===== config.mk =====
export PLATFORM = sky130hd
export DESIGN_NAME = timer_set_multi
export DESIGN_NICKNAME = d
export VERILOG_FILES = /design/src/rtl/timer_set_multi.sv
export SDC_FILE = /design/constraint.sdc
export NUM_CORES = 1
export LEC_CHECK = 0
export CAP_MARGIN = 20
export CORE_MARGIN = 2
export CORE_UTILIZATION = 30
export CTS_BUF_LIST = sky130_fd_sc_hd__clkbuf_4 sky130_fd_sc_hd__clkbuf_8
export CTS_CLUSTER_SIZE = 40
export DETAILED_ROUTE_END_ITERATION = 16
export GPL_TIMING_DRIVEN = 0
export PLACE_DENSITY = 0.47
export SKIP_CTS_REPAIR_TIMING = 1
export SLEW_MARGIN = 30
export SYNTH_ARGS = -nofsm -noshare
export SYNTH_HDL_FRONTEND = slang
export SYNTH_SLANG_ARGS = --single-unit

===== constraint.sdc =====
create_clock -name CLK -period 6.5 [get_ports CLK]
set_input_delay 1.625 -clock CLK [delete_from_list [all_inputs] [get_ports CLK]]
set_output_delay 1.625 -clock CLK [all_outputs]
set_load 0.005 [all_outputs]

===== src/rtl/timer_set_multi.sv =====
// Three-field (h:m:s) settable timer with edge-detected stepping, press-and-hold
// auto-repeat, optional set-mode carry/borrow and a countdown run mode.
module timer_set_multi #(
  parameter int unsigned VAL_W     = 7,
  parameter int unsigned SEC_MOD   = 60,
  parameter int unsigned MIN_MOD   = 60,
  parameter int unsigned HOUR_MOD  = 24,
  parameter logic [3:0]  SEL_SEC   = 4'b0110,
  parameter logic [3:0]  SEL_MIN   = 4'b0111,
  parameter logic [3:0]  SEL_HOUR  = 4'b1000,
  parameter bit          REPEAT_EN = 1'b1,
  parameter int unsigned HOLD_CYC  = 500000,
  parameter int unsigned REP_CYC   = 100000,
  parameter bit          CARRY_EN  = 1'b0
) (
  input  logic             CLK,
  input  logic             RESET,
  input  logic             U,
  input  logic             D,
  input  logic [3:0]       COUNT,
  input  logic             START,
  input  logic             TICK,
  output logic [VAL_W-1:0] SEC_A,
  output logic [VAL_W-1:0] MIN_A,
  output logic [VAL_W-1:0] HOUR_A,
  output logic             RUN,
  output logic             DONE
);

  localparam logic [1:0] ST_SET  = 2'd0;
  localparam logic [1:0] ST_RUN  = 2'd1;
  localparam logic [1:0] ST_DONE = 2'd2;

  localparam int unsigned CNT_MAX = (HOLD_CYC > REP_CYC) ? HOLD_CYC : REP_CYC;
  localparam int unsigned CNT_W   = (CNT_MAX > 1) ? $clog2(CNT_MAX + 1) : 1;

  // Modular step of one field; any out-of-range value increments to zero.
  function automatic logic [VAL_W-1:0] step_val(input logic [VAL_W-1:0] v,
                                                input int unsigned m,
                                                input logic up);
    if (up) step_val = (32'(v) >= m - 1) ? '0 : v + VAL_W'(1);
    else    step_val = (v == '0) ? VAL_W'(m - 1) : v - VAL_W'(1);
  endfunction

  function automatic logic wraps(input logic [VAL_W-1:0] v,
                                 input int unsigned m,
                                 input logic up);
    wraps = up ? (32'(v) >= m - 1) : (v == '0);
  endfunction

  logic [1:0]             state_q, state_d;
  logic [VAL_W-1:0]       sec_q, sec_d, min_q, min_d, hour_q, hour_d;
  logic                   run_q, run_d, done_q, done_d;
  logic [1:0]             last_q, last_d;
  logic [1:0]             ev_q, ev_d;
  logic [1:0]             ph_q, ph_d;
  logic [1:0][CNT_W-1:0]  cnt_q, cnt_d;
  logic [1:0]             btn;
  logic                   up_s, dn_s, nz;

  assign btn = {D, U};

  // Press-edge detection plus hold/repeat timing; index 0 = up, 1 = down.
  always_comb begin
    last_d = btn;
    ev_d   = '0;
    ph_d   = '0;
    cnt_d  = '0;
    for (int i = 0; i < 2; i++) begin
      ev_d[i] = btn[i] & ~last_q[i];
      if (REPEAT_EN && btn[i] && (state_q != ST_RUN)) begin
        ph_d[i]  = ph_q[i];
        cnt_d[i] = cnt_q[i] + CNT_W'(1);
        if (!ph_q[i] && (cnt_q[i] == CNT_W'(HOLD_CYC))) begin
          ev_d[i]  = 1'b1;
          ph_d[i]  = 1'b1;
          cnt_d[i] = CNT_W'(1);
        end else if (ph_q[i] && (cnt_q[i] == CNT_W'(REP_CYC))) begin
          ev_d[i]  = 1'b1;
          cnt_d[i] = CNT_W'(1);
        end
      end
    end
  end

  assign up_s = ev_q[0] & ~ev_q[1];
  assign dn_s = ev_q[1] & ~ev_q[0];
  assign nz   = (sec_q != '0) || (min_q != '0) || (hour_q != '0);

  // Next-state and field update.
  always_comb begin
    state_d = state_q;
    sec_d   = sec_q;
    min_d   = min_q;
    hour_d  = hour_q;
    case (state_q)
      ST_SET: begin
        if (START && nz) state_d = ST_RUN;
        if (up_s || dn_s) begin
          if (COUNT == SEL_SEC) begin
            sec_d = step_val(sec_q, SEC_MOD, up_s);
            if (CARRY_EN && wraps(sec_q, SEC_MOD, up_s)) begin
              min_d = step_val(min_q, MIN_MOD, up_s);
              if (wraps(min_q, MIN_MOD, up_s)) hour_d = step_val(hour_q, HOUR_MOD, up_s);
            end
          end else if (COUNT == SEL_MIN) begin
            min_d = step_val(min_q, MIN_MOD, up_s);
            if (CARRY_EN && wraps(min_q, MIN_MOD, up_s))
              hour_d = step_val(hour_q, HOUR_MOD, up_s);
          end else if (COUNT == SEL_HOUR) begin
            hour_d = step_val(hour_q, HOUR_MOD, up_s);
          end
        end
      end
      ST_RUN: begin
        if (START) begin
          state_d = ST_SET;
        end else if (TICK) begin
          sec_d = step_val(sec_q, SEC_MOD, 1'b0);
          if (sec_q == '0) begin
            min_d = step_val(min_q, MIN_MOD, 1'b0);
            if (min_q == '0) hour_d = step_val(hour_q, HOUR_MOD, 1'b0);
          end
          if ((sec_d == '0) && (min_d == '0) && (hour_d == '0)) state_d = ST_DONE;
        end
      end
      ST_DONE: begin
        if (START || (ev_q != '0)) state_d = ST_SET;
      end
      default: state_d = ST_SET;
    endcase
    run_d  = (state_d == ST_RUN);
    done_d = (state_d == ST_DONE);
  end

  always_ff @(posedge CLK) begin
    if (RESET) begin
      state_q <= ST_SET;
      sec_q   <= '0;
      min_q   <= '0;
      hour_q  <= '0;
      run_q   <= 1'b0;
      done_q  <= 1'b0;
      last_q  <= '0;
      ev_q    <= '0;
      ph_q    <= '0;
      cnt_q   <= '0;
    end else begin
      state_q <= state_d;
      sec_q   <= sec_d;
      min_q   <= min_d;
      hour_q  <= hour_d;
      run_q   <= run_d;
      done_q  <= done_d;
      last_q  <= last_d;
      ev_q    <= ev_d;
      ph_q    <= ph_d;
      cnt_q   <= cnt_d;
    end
  end

  assign SEC_A  = sec_q;
  assign MIN_A  = min_q;
  assign HOUR_A = hour_q;
  assign RUN    = run_q;
  assign DONE   = done_q;

endmodule


==> results by group, run 1 <==
Synth
  • Post-synthesis cell type count: 67
  • Syn_area_per_cell: 7.620 sq um
  • Synth top area share: 0.3152
  • EDFF count, synth: 0
  • #FFs+latches synth: 69
  • Asr flop ratio synth: 0
  • Cell area after synthesis: 0.004382 sq mm
  • Synth area leaders: dfxtp_1, nor2_1, xor2_1
  • Main synth FF type: dfxtp_1
  • Most common cell in the netlist: nor2_1
  • Synth cell count leaders: nor2_1, dfxtp_1, nand2_1, a21oi_1, o21ai_0
  • Seq/Total Area, Yosys: 0.3152
  • Syn nets: between 600 and 700
  • Cell taking the most area after synthesis: dfxtp_1
  • Synth warn: 0
  • Mapped Cells: about 580

Pwr
  • Sw power: 0.0006637 W
  • Seq pwr share: 0.305
  • Combinational Power Share: 0.455
  • Internal Dissipation: 0.0009244 W
  • LEAKAGE: 1.739 nW
  • Total Power: 0.001588 W
  • Clock power frac: 0.239
  • Pwr dens: a little over 300 mW/mm^2
  • Net Sw Frac: 0.4179
  • Maximum resistive drop on vdd: roughly 110 uV

Worst setup path
  • CP top delay family: compound AO/OA/AOI/OAI gates
  • Critical Path RT: roughly 6.8 ns
  • Crit start category: input port
  • Critical Path AT: about 3.9 ns
  • Worst path bufs/invs: 2
  • Delay of the slowest critical-path stage: about 0.53 ns
  • Worst setup EP type: register
  • FF-to-FF path depth: 10
  • CP max FO: 10
  • R2R setup slack: ~3.6 ns
  • Slowest-stage cell, CP: clkdlybuf4s50_1
  • WS Path Type: input port to register
  • CP Cell Sequence: clkdlybuf4s50_1 > nand3b_1 > a21oi_1 > o21ai_0 > clkbuf_1 > a211oi_1 > o22ai_1 > a21oi_1
  • Worst r2r dst: DONE
  • Reg-to-Reg Start: MIN_A[0]
  • Top cell by count, worst path: a21oi_1

STA
  • Final setup fails: 0
  • Max Clk Rate: roughly 280 MHz
  • Skew final: around 0.0079 ns
  • Hold Fails Final Rpt: 0
  • Slew HR: 0.4721
  • Final period utilization: 0.5564
  • Least-Margin Pin Slew: slightly below 0.8 ns
  • RSZ-0062 raised after global routing: false
  • Final max-slew violation count: 0
  • Fin crit period: approximately 3.6 ns
  • Setup tns final: 0 ns

Finish
  • # fillers: between 1.5k and 2k
  • Layout area overhead: 17.33%
  • Layout cell share with drive strength beyond 1: 0.05788
  • Final #Nets: ~640
  • Ant. Diodes: 0

Floorplanning
  • # rows: 44
  • Initial Utilization: 0.3038
  • Top-Level Pins: 33
  • Die W: 124.9 microns
  • Core ar.: between 0.01 and 0.015 sq mm
  • DIE AREA: between 0.015 and 0.02 sq mm
  • Die H: about 120 microns

Clocking
  • Clock root buffer master: clkbuf_8
  • Clk slew on worst S/H paths: about 0.070 ns
  • CTS sink count: 69
  • Clock Path Buffers: 2
  • TritonCTS buffer count: 9
  • Clk Latency, worst-skew pair: 0.37 ns
  • Htree depth: 3
  • CTS tree: built

Global route
  • Initial antenna violation count: 0
  • All-Layer GR Usage: 0.1672
  • First-pass GRT wire length: 21.10 mm
  • Total gr overflow: 0
  • Vias in the first global route: ~4.1k
  • Pin count of the biggest net entering global routing: 12

Route
  • 1st-iter DRT viols: approximately 330
  • DR vias: 4,345
  • DRC Markers: 0
  • WL final: 12.82 mm
  • ANT nets after route: 0
  • WL per Instance: 15.91 microns
  • Drt pass-1 iters: 5
  • DR vias/cell: approximately 5.4

Placement
  • Gp weighted congestion: around 0.85
  • Buffers on Ports: 32
  • Detailed placement HPWL: between 9 and 10 mm

Worst hold path
  • Hold depth: 1
  • Hold Startpoint: last_q[1]
  • Hold WC Path Type: register to register
  • Worst hold endpoint: ev_q[1]

Outcome
  • Status: completed

Job
  • Max Cap Viol: 0
-- worst reg2reg max path, delay by kind of cell, from the launching register on --
kind,cells,cell delay [ns]
compound gates,2,0.60
fa+ha+maj,1,0.24
buf+inv,3,0.68
flops,1,0.33
simple gates,4,0.94
-- flip-flops by register name (all words and copies together), names as in the netlist --
signal and count:
DONE 1, cnt_q 38, RUN 1, ph_q 2
ev_q 2, HOUR_A 7, SEC_A 7, state_q 2
MIN_A 7, last_q 2
-- kinds of logic (layout without fill, tap and decap cells) --
group,count (synthesis),after routing,share of synthesized area
compound gates,130,130,0.1908
xor+xnor,42,42,0.08395
fa+ha+maj,16,16,0.04569
buf+inv,56,103,0.05139
flops,69,69,0.3152
simple gates,262,262,0.3130
-- worst max-delay path by stage --
stage,start,endpoint,slack [ns],cells past startpoint
6_report,START,HOUR_A[3],2.88,8
5_1_grt,START,HOUR_A[3],2.70,8
4_1_cts,START,HOUR_A[3],2.85,8
3_5_place_dp,START,HOUR_A[3],2.47,8
3_3_place_gp,START,HOUR_A[3],2.51,8
2_1_floorplan,START,HOUR_A[6],3.67,5
-- metal layers --
metal	global-route usage	part of all wire	wire (microns)	up-vias
li1	-	-	-	2154
met1	0.2062	0.45	5813	2063
met2	0.2816	0.47	6088	107
met3	0.04553	0.051	649	21
met4	0.05686	0.021	270	0
met5	0	0	0	-
-- power by group through the flow --
stage          logic (W)  registers (W)  clock network (W)
3_3_place_gp    0.000709       0.000494                  0
6_report        0.000723       0.000485           0.000380
4_1_cts         0.000713       0.000486           0.000398
3_5_place_dp    0.000709       0.000496                  0
2_1_floorplan   0.000495       0.000486                  0
5_1_grt         0.000791       0.000492           0.000416
-- cells in the final DEF, fill, tap and decap left out, drive strengths merged, types with 4 or more instances in the layout --
cell,netlist,layout
xnor2,17,17
nand2,48,48
o21ai,31,31
o22ai,6,6
nand4b,4,4
xor2,25,25
nand3b,4,4
a21oi,39,39
a211oi,9,9
clkbuf,27,39
dfxtp,69,69
nor4b,7,7
a311oi,5,5
nor2,84,84
clkdlybuf4s50,0,32
inv,20,20
nor3b,7,7
ha,16,16
and2,5,5
a31oi,6,6
nand3,24,24
nor3,16,16
buf,8,8
nor4,6,6
nand4,20,20
o31ai,4,4
and3,7,7
or2,4,4
or3,7,7
nor2b,6,6
-- final cells by class --
type                       count  area, sq um  area share
tap                          184        230.2     0.04478
clock buffer                  12        165.2     0.03212
sequential                    69         1381      0.2687
timing repair buffer          32        320.3     0.06230
inverter                      21        78.83     0.01533
clock inverter                 3        43.79    0.008518
buffer                        35        146.4     0.02847
multi-input combinational    450         2775      0.5398
-- metrics by stage --
step | cells | util | cell area, sq um | worst slack (ns) | hold WS (ns)
2_1_floorplan | 575 | - | 4382 | 3.674 | 0.3931
3_3_place_gp | 791 | 0.3420 | 4932 | 2.515 | 0.4076
3_5_place_dp | 791 | 0.3420 | 4932 | 2.468 | 0.4115
4_1_cts | 806 | 0.3564 | 5141 | 2.850 | 0.4220
5_1_grt | 806 | 0.3564 | 5141 | 2.701 | 0.4420
6_report | 806 | 0.3564 | 5141 | 2.884 | 0.4142
(Power assumes the default switching activity.)
==> run 2, diff against run 1 <==
==> constraint.sdc (replaced) <==
create_clock -name CLK -period 3.7 [get_ports CLK]
set_input_delay 0.925 -clock CLK [delete_from_list [all_inputs] [get_ports CLK]]
set_output_delay 0.925 -clock CLK [all_outputs]
set_load 0.005 [all_outputs]
==> results of run 2 <==
Same layout as run 1 (identical final DEF). Status: completed.
Main changes from that run: setup slack after placement 2.468 ns -> 0.3685 ns; setup slack after layout 2.884 ns -> 0.7837 ns; register-to-register setup slack 3.61 ns -> 0.81 ns; total power 0.001588 W -> 0.002790 W; worst IR drop on VDD 110.8 uV -> 194.6 uV
